--- config.mk ---
export PLATFORM = sky130hd
export DESIGN_NAME = port_io_controller
export DESIGN_NICKNAME = d
export VERILOG_FILES = /design/src/rtl/port_io_controller.sv
export SDC_FILE = /design/constraint.sdc
export NUM_CORES = 1
export LEC_CHECK = 0
export ABC_AREA = 1
export BUFFER_PORTS_ARGS = -buffer_cell sky130_fd_sc_hd__buf_2
export CAP_MARGIN = 20
export CELL_PAD_IN_SITES_DETAIL_PLACEMENT = 1
export CELL_PAD_IN_SITES_GLOBAL_PLACEMENT = 1
export CORE_MARGIN = 2
export CORE_UTILIZATION = 42
export CTS_BUF_LIST = sky130_fd_sc_hd__clkbuf_4 sky130_fd_sc_hd__clkbuf_8 sky130_fd_sc_hd__clkbuf_16
export DETAILED_ROUTE_END_ITERATION = 10
export GPL_ROUTABILITY_DRIVEN = 0
export HOLD_SLACK_MARGIN = 0.02
export PLACE_DENSITY = 0.83
export SYNTH_ARGS = -nofsm -noshare
export SYNTH_HDL_FRONTEND = slang
export SYNTH_SLANG_ARGS = --single-unit
--- constraint.sdc ---
create_clock -name clk -period 1.9 [get_ports clk]
set_clock_uncertainty 0.05 [all_clocks]
set_input_delay 0.095 -clock clk [delete_from_list [all_inputs] [get_ports clk]]
set_output_delay 0.095 -clock clk [all_outputs]
set_load 0.005 [all_outputs]
--- src/rtl/port_io_controller.sv ---
// Port I/O peripheral: buffers processor OUT writes toward an external sink, buffers
// external words toward the processor IN port, and requests an interrupt while input waits.
module port_io_controller #(
  parameter int DATA_W    = 16,
  parameter int OUT_DEPTH = 4,
  parameter int IN_DEPTH  = 4,
  parameter int IRQ_GAP   = 8
) (
  input  logic              clk,
  input  logic              rst,
  input  logic [DATA_W-1:0] cpu_out_data,
  input  logic              cpu_out_wr,
  output logic [DATA_W-1:0] cpu_in_data,
  output logic              cpu_in_valid,
  input  logic              cpu_in_rd,
  output logic              irq,
  input  logic              irq_ack,
  input  logic              irq_en,
  output logic [DATA_W-1:0] ext_out_data,
  output logic              ext_out_valid,
  input  logic              ext_out_ready,
  input  logic [DATA_W-1:0] ext_in_data,
  input  logic              ext_in_valid,
  output logic              ext_in_ready,
  output logic              out_overflow,
  output logic              in_underflow
);
  localparam int OUT_AW = $clog2(OUT_DEPTH);
  localparam int IN_AW  = $clog2(IN_DEPTH);
  localparam int OUT_CW = OUT_AW + 1;
  localparam int IN_CW  = IN_AW + 1;
  localparam int GAP_W  = $clog2(IRQ_GAP + 1);

  typedef enum logic [1:0] {S_IDLE, S_REQ, S_GAP} irq_state_t;

  // ---------------- output FIFO (processor -> sink) ----------------
  logic [DATA_W-1:0] out_mem [OUT_DEPTH];
  logic [OUT_AW-1:0] out_wr_ptr_reg, out_rd_ptr_reg;
  logic [OUT_CW-1:0] out_count_reg, out_count_next;
  logic              out_overflow_reg;
  logic              out_full, out_push, out_pop;

  assign ext_out_valid = (out_count_reg != '0);
  assign out_full      = (out_count_reg == OUT_CW'(OUT_DEPTH));
  assign out_pop       = ext_out_valid & ext_out_ready;
  // A pop in the same cycle frees the slot, so a write into a full FIFO still lands.
  assign out_push      = cpu_out_wr & (~out_full | out_pop);
  assign ext_out_data  = ext_out_valid ? out_mem[out_rd_ptr_reg] : '0;
  assign out_overflow  = out_overflow_reg;

  always_comb begin
    out_count_next = out_count_reg;
    if (out_push && !out_pop)
      out_count_next = out_count_reg + OUT_CW'(1);
    else if (!out_push && out_pop)
      out_count_next = out_count_reg - OUT_CW'(1);
  end

  always_ff @(posedge clk) begin
    if (!rst) begin
      out_wr_ptr_reg   <= '0;
      out_rd_ptr_reg   <= '0;
      out_count_reg    <= '0;
      out_overflow_reg <= 1'b0;
    end else begin
      if (out_push) out_wr_ptr_reg <= out_wr_ptr_reg + OUT_AW'(1);
      if (out_pop)  out_rd_ptr_reg <= out_rd_ptr_reg + OUT_AW'(1);
      out_count_reg <= out_count_next;
      if (cpu_out_wr && out_full && !out_pop) out_overflow_reg <= 1'b1;
    end
  end

  always_ff @(posedge clk) begin
    if (out_push) out_mem[out_wr_ptr_reg] <= cpu_out_data;
  end

  // ---------------- input FIFO (source -> processor) ----------------
  logic [DATA_W-1:0] in_mem [IN_DEPTH];
  logic [IN_AW-1:0]  in_wr_ptr_reg, in_rd_ptr_reg;
  logic [IN_CW-1:0]  in_count_reg, in_count_next;
  logic              in_underflow_reg;
  logic              in_push, in_pop;

  assign cpu_in_valid = (in_count_reg != '0);
  // Held low during reset so the source never completes a handshake that reset discards.
  assign ext_in_ready = rst & (in_count_reg != IN_CW'(IN_DEPTH));
  assign in_push      = ext_in_valid & ext_in_ready;
  assign in_pop       = cpu_in_rd & cpu_in_valid;
  assign cpu_in_data  = cpu_in_valid ? in_mem[in_rd_ptr_reg] : '0;
  assign in_underflow = in_underflow_reg;

  always_comb begin
    in_count_next = in_count_reg;
    if (in_push && !in_pop)
      in_count_next = in_count_reg + IN_CW'(1);
    else if (!in_push && in_pop)
      in_count_next = in_count_reg - IN_CW'(1);
  end

  always_ff @(posedge clk) begin
    if (!rst) begin
      in_wr_ptr_reg    <= '0;
      in_rd_ptr_reg    <= '0;
      in_count_reg     <= '0;
      in_underflow_reg <= 1'b0;
    end else begin
      if (in_push) in_wr_ptr_reg <= in_wr_ptr_reg + IN_AW'(1);
      if (in_pop)  in_rd_ptr_reg <= in_rd_ptr_reg + IN_AW'(1);
      in_count_reg <= in_count_next;
      if (cpu_in_rd && !cpu_in_valid) in_underflow_reg <= 1'b1;
    end
  end

  always_ff @(posedge clk) begin
    if (in_push) in_mem[in_wr_ptr_reg] <= ext_in_data;
  end

  // ---------------- interrupt request FSM ----------------
  irq_state_t       irq_state_reg;
  logic             irq_reg;
  logic [GAP_W-1:0] gap_cnt_reg;

  assign irq = irq_reg;

  always_ff @(posedge clk) begin
    if (!rst) begin
      irq_state_reg <= S_IDLE;
      irq_reg       <= 1'b0;
      gap_cnt_reg   <= '0;
    end else begin
      case (irq_state_reg)
        S_IDLE: begin
          if (irq_en && cpu_in_valid) begin
            irq_state_reg <= S_REQ;
            irq_reg       <= 1'b1;
          end
        end
        S_REQ: begin
          if (irq_ack) begin
            irq_state_reg <= S_GAP;
            irq_reg       <= 1'b0;
            gap_cnt_reg   <= GAP_W'(IRQ_GAP);
          end
        end
        S_GAP: begin
          gap_cnt_reg <= gap_cnt_reg - GAP_W'(1);
          // The edge that expires the holdoff also performs the idle check, keeping irq
          // low for exactly IRQ_GAP cycles when data is still waiting.
          if (gap_cnt_reg == GAP_W'(1)) begin
            if (irq_en && cpu_in_valid) begin
              irq_state_reg <= S_REQ;
              irq_reg       <= 1'b1;
            end else begin
              irq_state_reg <= S_IDLE;
            end
          end
        end
        default: begin
          irq_state_reg <= S_IDLE;
          irq_reg       <= 1'b0;
        end
      endcase
    end
  end

endmodule
Word-level counts from Yosys, hierarchy flattened
Memories as Yosys holds them, arrays and structs flattened. A register that Yosys moved wholly into a read port is not among the register bits.
Index checks and enable logic that the tools add are counted.
W data, S select, Z words.

storage, ports and cells
  flip-flop bits (word level) = 23
  bits in writable memories = 128
  bits of input ports = 40
  output and inout port bits = 38
  logic and storage cells = 84
  memories = 2

memories
  memory   depth  width  rd ports  clocked after memory_dff  wr ports  RTL line  source
  in_mem   4      16     1         1                         1         78        logic [DATA_W-1:0] in_mem [IN_DEPTH];
  out_mem  4      16     1         1                         1         37        logic [DATA_W-1:0] out_mem [OUT_DEPTH];

cells by class
  add/subtract/negate cells = 9
  equality and inequality tests = 8
  muxes and demuxes = 25
  bitwise operators = 7
  reductions and logical operators = 22

operators by type and width
  operator               count
  $mux W16               2
  $mux W2                7
  $mux W3                4
  $add A2 B1 Y2 const B  4
  $logic_and A1 B1 Y1    8
  $mux W1                8
  $pmux W4 S2            1
  $add A3 B1 Y3 const B  2
  $ne A2 B2 Y1 const B   3
  $pmux W2 S3            1
  $reduce_bool A2 Y1     3
  $reduce_bool A3 Y1     2
  $sub A3 B1 Y3 const B  2
  $and A1 B1 Y1          5
  $logic_not A1 Y1       5
  $eq A4 B1 Y1 const B   1
  $mux W4                1
  $reduce_and A2 Y1      2
  $sub A4 B1 Y4 const B  1
  $eq A3 B3 Y1 const B   1
  $ne A3 B3 Y1 const B   1
  $pmux W1 S3            1
  $reduce_and A3 Y1      1
  $eq A2 B1 Y1 const B   1
  4 further kinds        4

Longest topological paths before layout
  depth after elaboration = 8
  gate-level depth with buffers = 12
  gate-level depth less buffers = 12

Worst setup path after synthesis
Ideal clock, no wire load.

  path type = register to register
  from = register in_count_reg[0]
  to = memory in_mem[0][0], enable pin
  library setup time = 389 ps
  arrival time = 1401 ps
  data required time = 1461 ps
  path slack = 61 ps
  cell stages (with the launch flop) = 5
  buffers on the path = 0
  period minus slack after synthesis = 1839 ps
  cells stage by stage = dfxtp_1 > nor2_4 > nand2_1 > nand3_2 > nor2_1

on the way
  word-level cells in the longest chain between the ends = 5

RTL lines
  item                           RTL line  source
  start, declared                80        logic [IN_CW-1:0] in_count_reg, in_count_next;
  start signal, assigned         109       in_count_reg <= in_count_next;
  $ne A3 B3 Y1                   86        assign ext_in_ready = rst & (in_count_reg != IN_CW'(IN_DEPTH));
  $and A1 B1 Y1                  86
  $and A1 B1 Y1                  87        assign in_push = ext_in_valid & ext_in_ready;
  $mux W1                        115       if (in_push) in_mem[in_wr_ptr_reg] <= ext_in_data;
  $mux W1 (implied by the code)  115
  end, declared                  78

Every way passes these cells.

==> impl_metrics.csv <==
group,metric,value,unit
critical_path,worst_setup_path_end_kind,"output pin",
die,dieArea,16200,µm²
final_layout,area_delta_synth_final,28.9,%
timing,finalHoldViolations,0,
synthesis,async_flop_share,0,%
synthesis,synth_common_cells,"nor2_1 (151), edfxtp_1 (128), o21ai_1 (64)",
timing,relSlewSlack,75.2,%
worst_hold_path,holdPathStages,2,
final_layout,fill_cells,1596,
critical_path,crit_arrival,1.69,ns
final_layout,multi_input_area,1710,µm²
routing,vias_per_cell,5.08,
synthesis,synth_flop_cell,"edfxtp_1",
worst_hold_path,min_to,"in_mem[0][3]",
pwr,power_frac_seq,38.7,%
synthesis,synth.most_common_cell,"nor2_1",
timing,rsz0062_at_grt,"yes",
pwr,combPwrFrac,31.4,%
cts,cts_buffer_depth,2,
die,core_region_area,15000,µm²
critical_path,reg2reg_to,"in_count_reg[2]",
synthesis,ys_ff_latch,155,
synthesis,synth_compound_gate_area_share,9.62,%
grt,grt_pass1_wl,25600,µm
routing,vias,4609,
final_layout,regArea,4400,µm²
timing,max_freq,0.546,GHz
outcome,status,"finished, final reports clean",
grt,grt-ovfl-total,0,
synthesis,synth_top_family_by_area,"simple AND/OR/NAND/NOR gates",
die,die_x,127,µm
pwr,powerDensity,1350,nW/µm²
pwr,power_switching,3.81,mW
final_layout,antenna_cells,0,
cts,path_clk_slew,0.07,ns
synthesis,avgSynthCellArea,11.4,µm²
routing,wl,16200,µm
synthesis,synthMuxAreaShare,0,%
grt,busiest_layer,"met2",
pwr,total_power,11.1,mW
cts,htreeDepth,4,
synthesis,synth_top_cell_by_area,"edfxtp_1",
grt,use_met2,37.7,%
synthesis,ys_types,24,
timing,tightest_slew,0.372,ns
critical_path,worstSetupStartpointType,"register",
timing,slew_violations,0,
grt,grt_usage,20.8,%
critical_path,critPathTopFamily,"flip-flops",
routing,wl_per_cell,17.9,µm
place,portBuffers,77,
critical_path,required,1.75,ns
grt,antenna_found_initial,0,
die,rows,45,
critical_path,cp_slowest_cell,"dfxtp_4",
pwr,p_sw_share,34.3,%
worst_hold_path,min_from,"ext_in_data[3]",
place,dp_hpwl,9660,µm
pwr,p_clk_share,29.9,%
critical_path,reg2reg_from,"in_count_reg[0]",
die,ioPinCount,78,
synthesis,syn-num-nets,615,
final_layout,fin_nets,760,
synthesis,synthXorXnorAreaFrac,0.547,%
timing,finalCritPeriodShare,96.4,%
pwr,ir_drop,0.853,mV
critical_path,cp_cell_sequence,"buf_8 -> buf_4 -> nor2_1 -> nor2_1 -> o21ai_1 -> a21oi_1 -> buf_2",
grt,first_global_vias,5037,
timing,final.setup.tns,0,ns
grt,grt_max_degree,33,
routing,drc,0,
routing,ant_nets,0,
synthesis,mappedNetlistArea,6400,µm²
timing,setup_viol,0,
timing,fin_crit,1.83,ns
pwr,p_int,7.32,mW
synthesis,syn_inst,561,
synthesis,synth_area_leaders,"edfxtp_1 (60%), nor2_1 (8.9%), dfxtp_1 (8.4%)",
cts,cts_tree,"yes",
critical_path,r2r_setup_slack,0.08,ns
final_layout,finalCoreUtilization,54.9,%
job,maxCapViolCount,0,
cts,cts_buffers,17,
grt,met1_usage,23.4,%
grt,use_met3,4.98,%
cts,clock-root-buffer,"clkbuf_16",
synthesis,synthAdderAreaFrac,2.97,%
routing,drtIter0Drc,205,
critical_path,rr_worst_depth,11,
critical_path,path_common_cell,"nor2_1",
die,start_util,42.6,%
synthesis,synth.top_cell.area_share,60.0,%
critical_path,crit_fanout,9,
synthesis,synth-simple-area-share,12.7,%
critical_path,slowest_delay,0.44,ns
critical_path,critPathBufInv,3,
die,die_h,127,µm
synthesis,yosysWarnings,0,
cts,cts.sinks,155,
final_layout,drive_gt1_share,24.5,%
synthesis,ys_seq_area_share,68.5,%
worst_hold_path,min_path_type,"input port to register",
synthesis,synth-edff-count,128,
pwr,leakage,3.17,nW
routing,first_pass_iters,5,
cts,insertion_delay,0.43,ns
critical_path,critPathKind,"register to output pin",
-- routing by layer --
layer	routed length, µm	vias up
met3	558	22
met2	8730	98
met4	330	0
li1	-	2207
met5	0	-
met1	6630	2282
-- cells in the final DEF, fill, tap and decap left out, drive strengths merged, types with 18 or more instances in the layout --
master       instances
inv                 51
buf                108
dfxtp               27
nand2               28
clkbuf              18
edfxtp             128
a21oi               49
dlygate4sd3         40
nor2               155
o21ai               74
-- worst max path at each step --
stage / depth (start not counted) / slack [ns] / to / startpoint
after global placement: 11 / 0.08 / out_count_reg[2] / out_count_reg[0]
final: 7 / 0.07 / cpu_in_data[3] / register
after detailed placement: 10 / -0.13 / out_count_reg[2] / out_count_reg[0]
after floorplan: 4 / 0.06 / in_mem[0][0] / in_count_reg[0]
after global routing: 12 / -0.04 / in_count_reg[2] / in_count_reg[0]
after CTS: 6 / 0.004 / cpu_in_data[15] / register
-- logic make-up (layout without fill, tap and decap cells) --
family	after synthesis	in the layout
simple gates	197	197
flops	155	155
compound gates	123	123
buf+inv	68	226
fa+ha+maj	14	14
xor+xnor	4	4
-- metrics by stage --
step	instances	instance area [µm²]	setup WS, ns	hold WS, ns
6_report	907	8250	0.0691	0.361
5_1_grt	907	8250	-0.0440	0.361
4_1_cts	893	8090	0.00357	0.335
3_5_place_dp	821	7070	-0.132	0.262
3_3_place_gp	821	7070	0.0822	0.255
2_1_floorplan	561	6400	0.0606	0.144
-- power by group through the flow --
stage                     logic (mW)  clock network [mW]  registers (mW)
final                           3.50                3.33            4.31
after global routing            3.88                3.54            4.35
after CTS                       3.19                3.38            4.31
after detailed placement        3.05                   0            4.35
after global placement          2.86                   0            4.32
after floorplan                 2.00                   0            4.27
-- cell type report --
| type | instances | share of cell area, % |
|---|---|---|
| Sequential cell | 155 | 53.3 |
| Multi-Input combinational cell | 338 | 20.7 |
| Timing Repair Buffer | 149 | 13.9 |
| Clock buffer | 17 | 5.15 |
| Tap cell | 188 | 2.85 |
| Inverter | 45 | 2.17 |
| Clock inverter | 15 | 1.93 |
-- what timing repair did --
action                                 in CTS  in global routing
setup endpoints to repair                  25                 14
hold buffers                               40                  0
endpoints found under the hold margin     142                  0
gates resized for setup                    16                 19
pin swaps                                   1                  8
setup buffers                               0                 14
No activity file was read; power rests on OpenSTA's default activity.
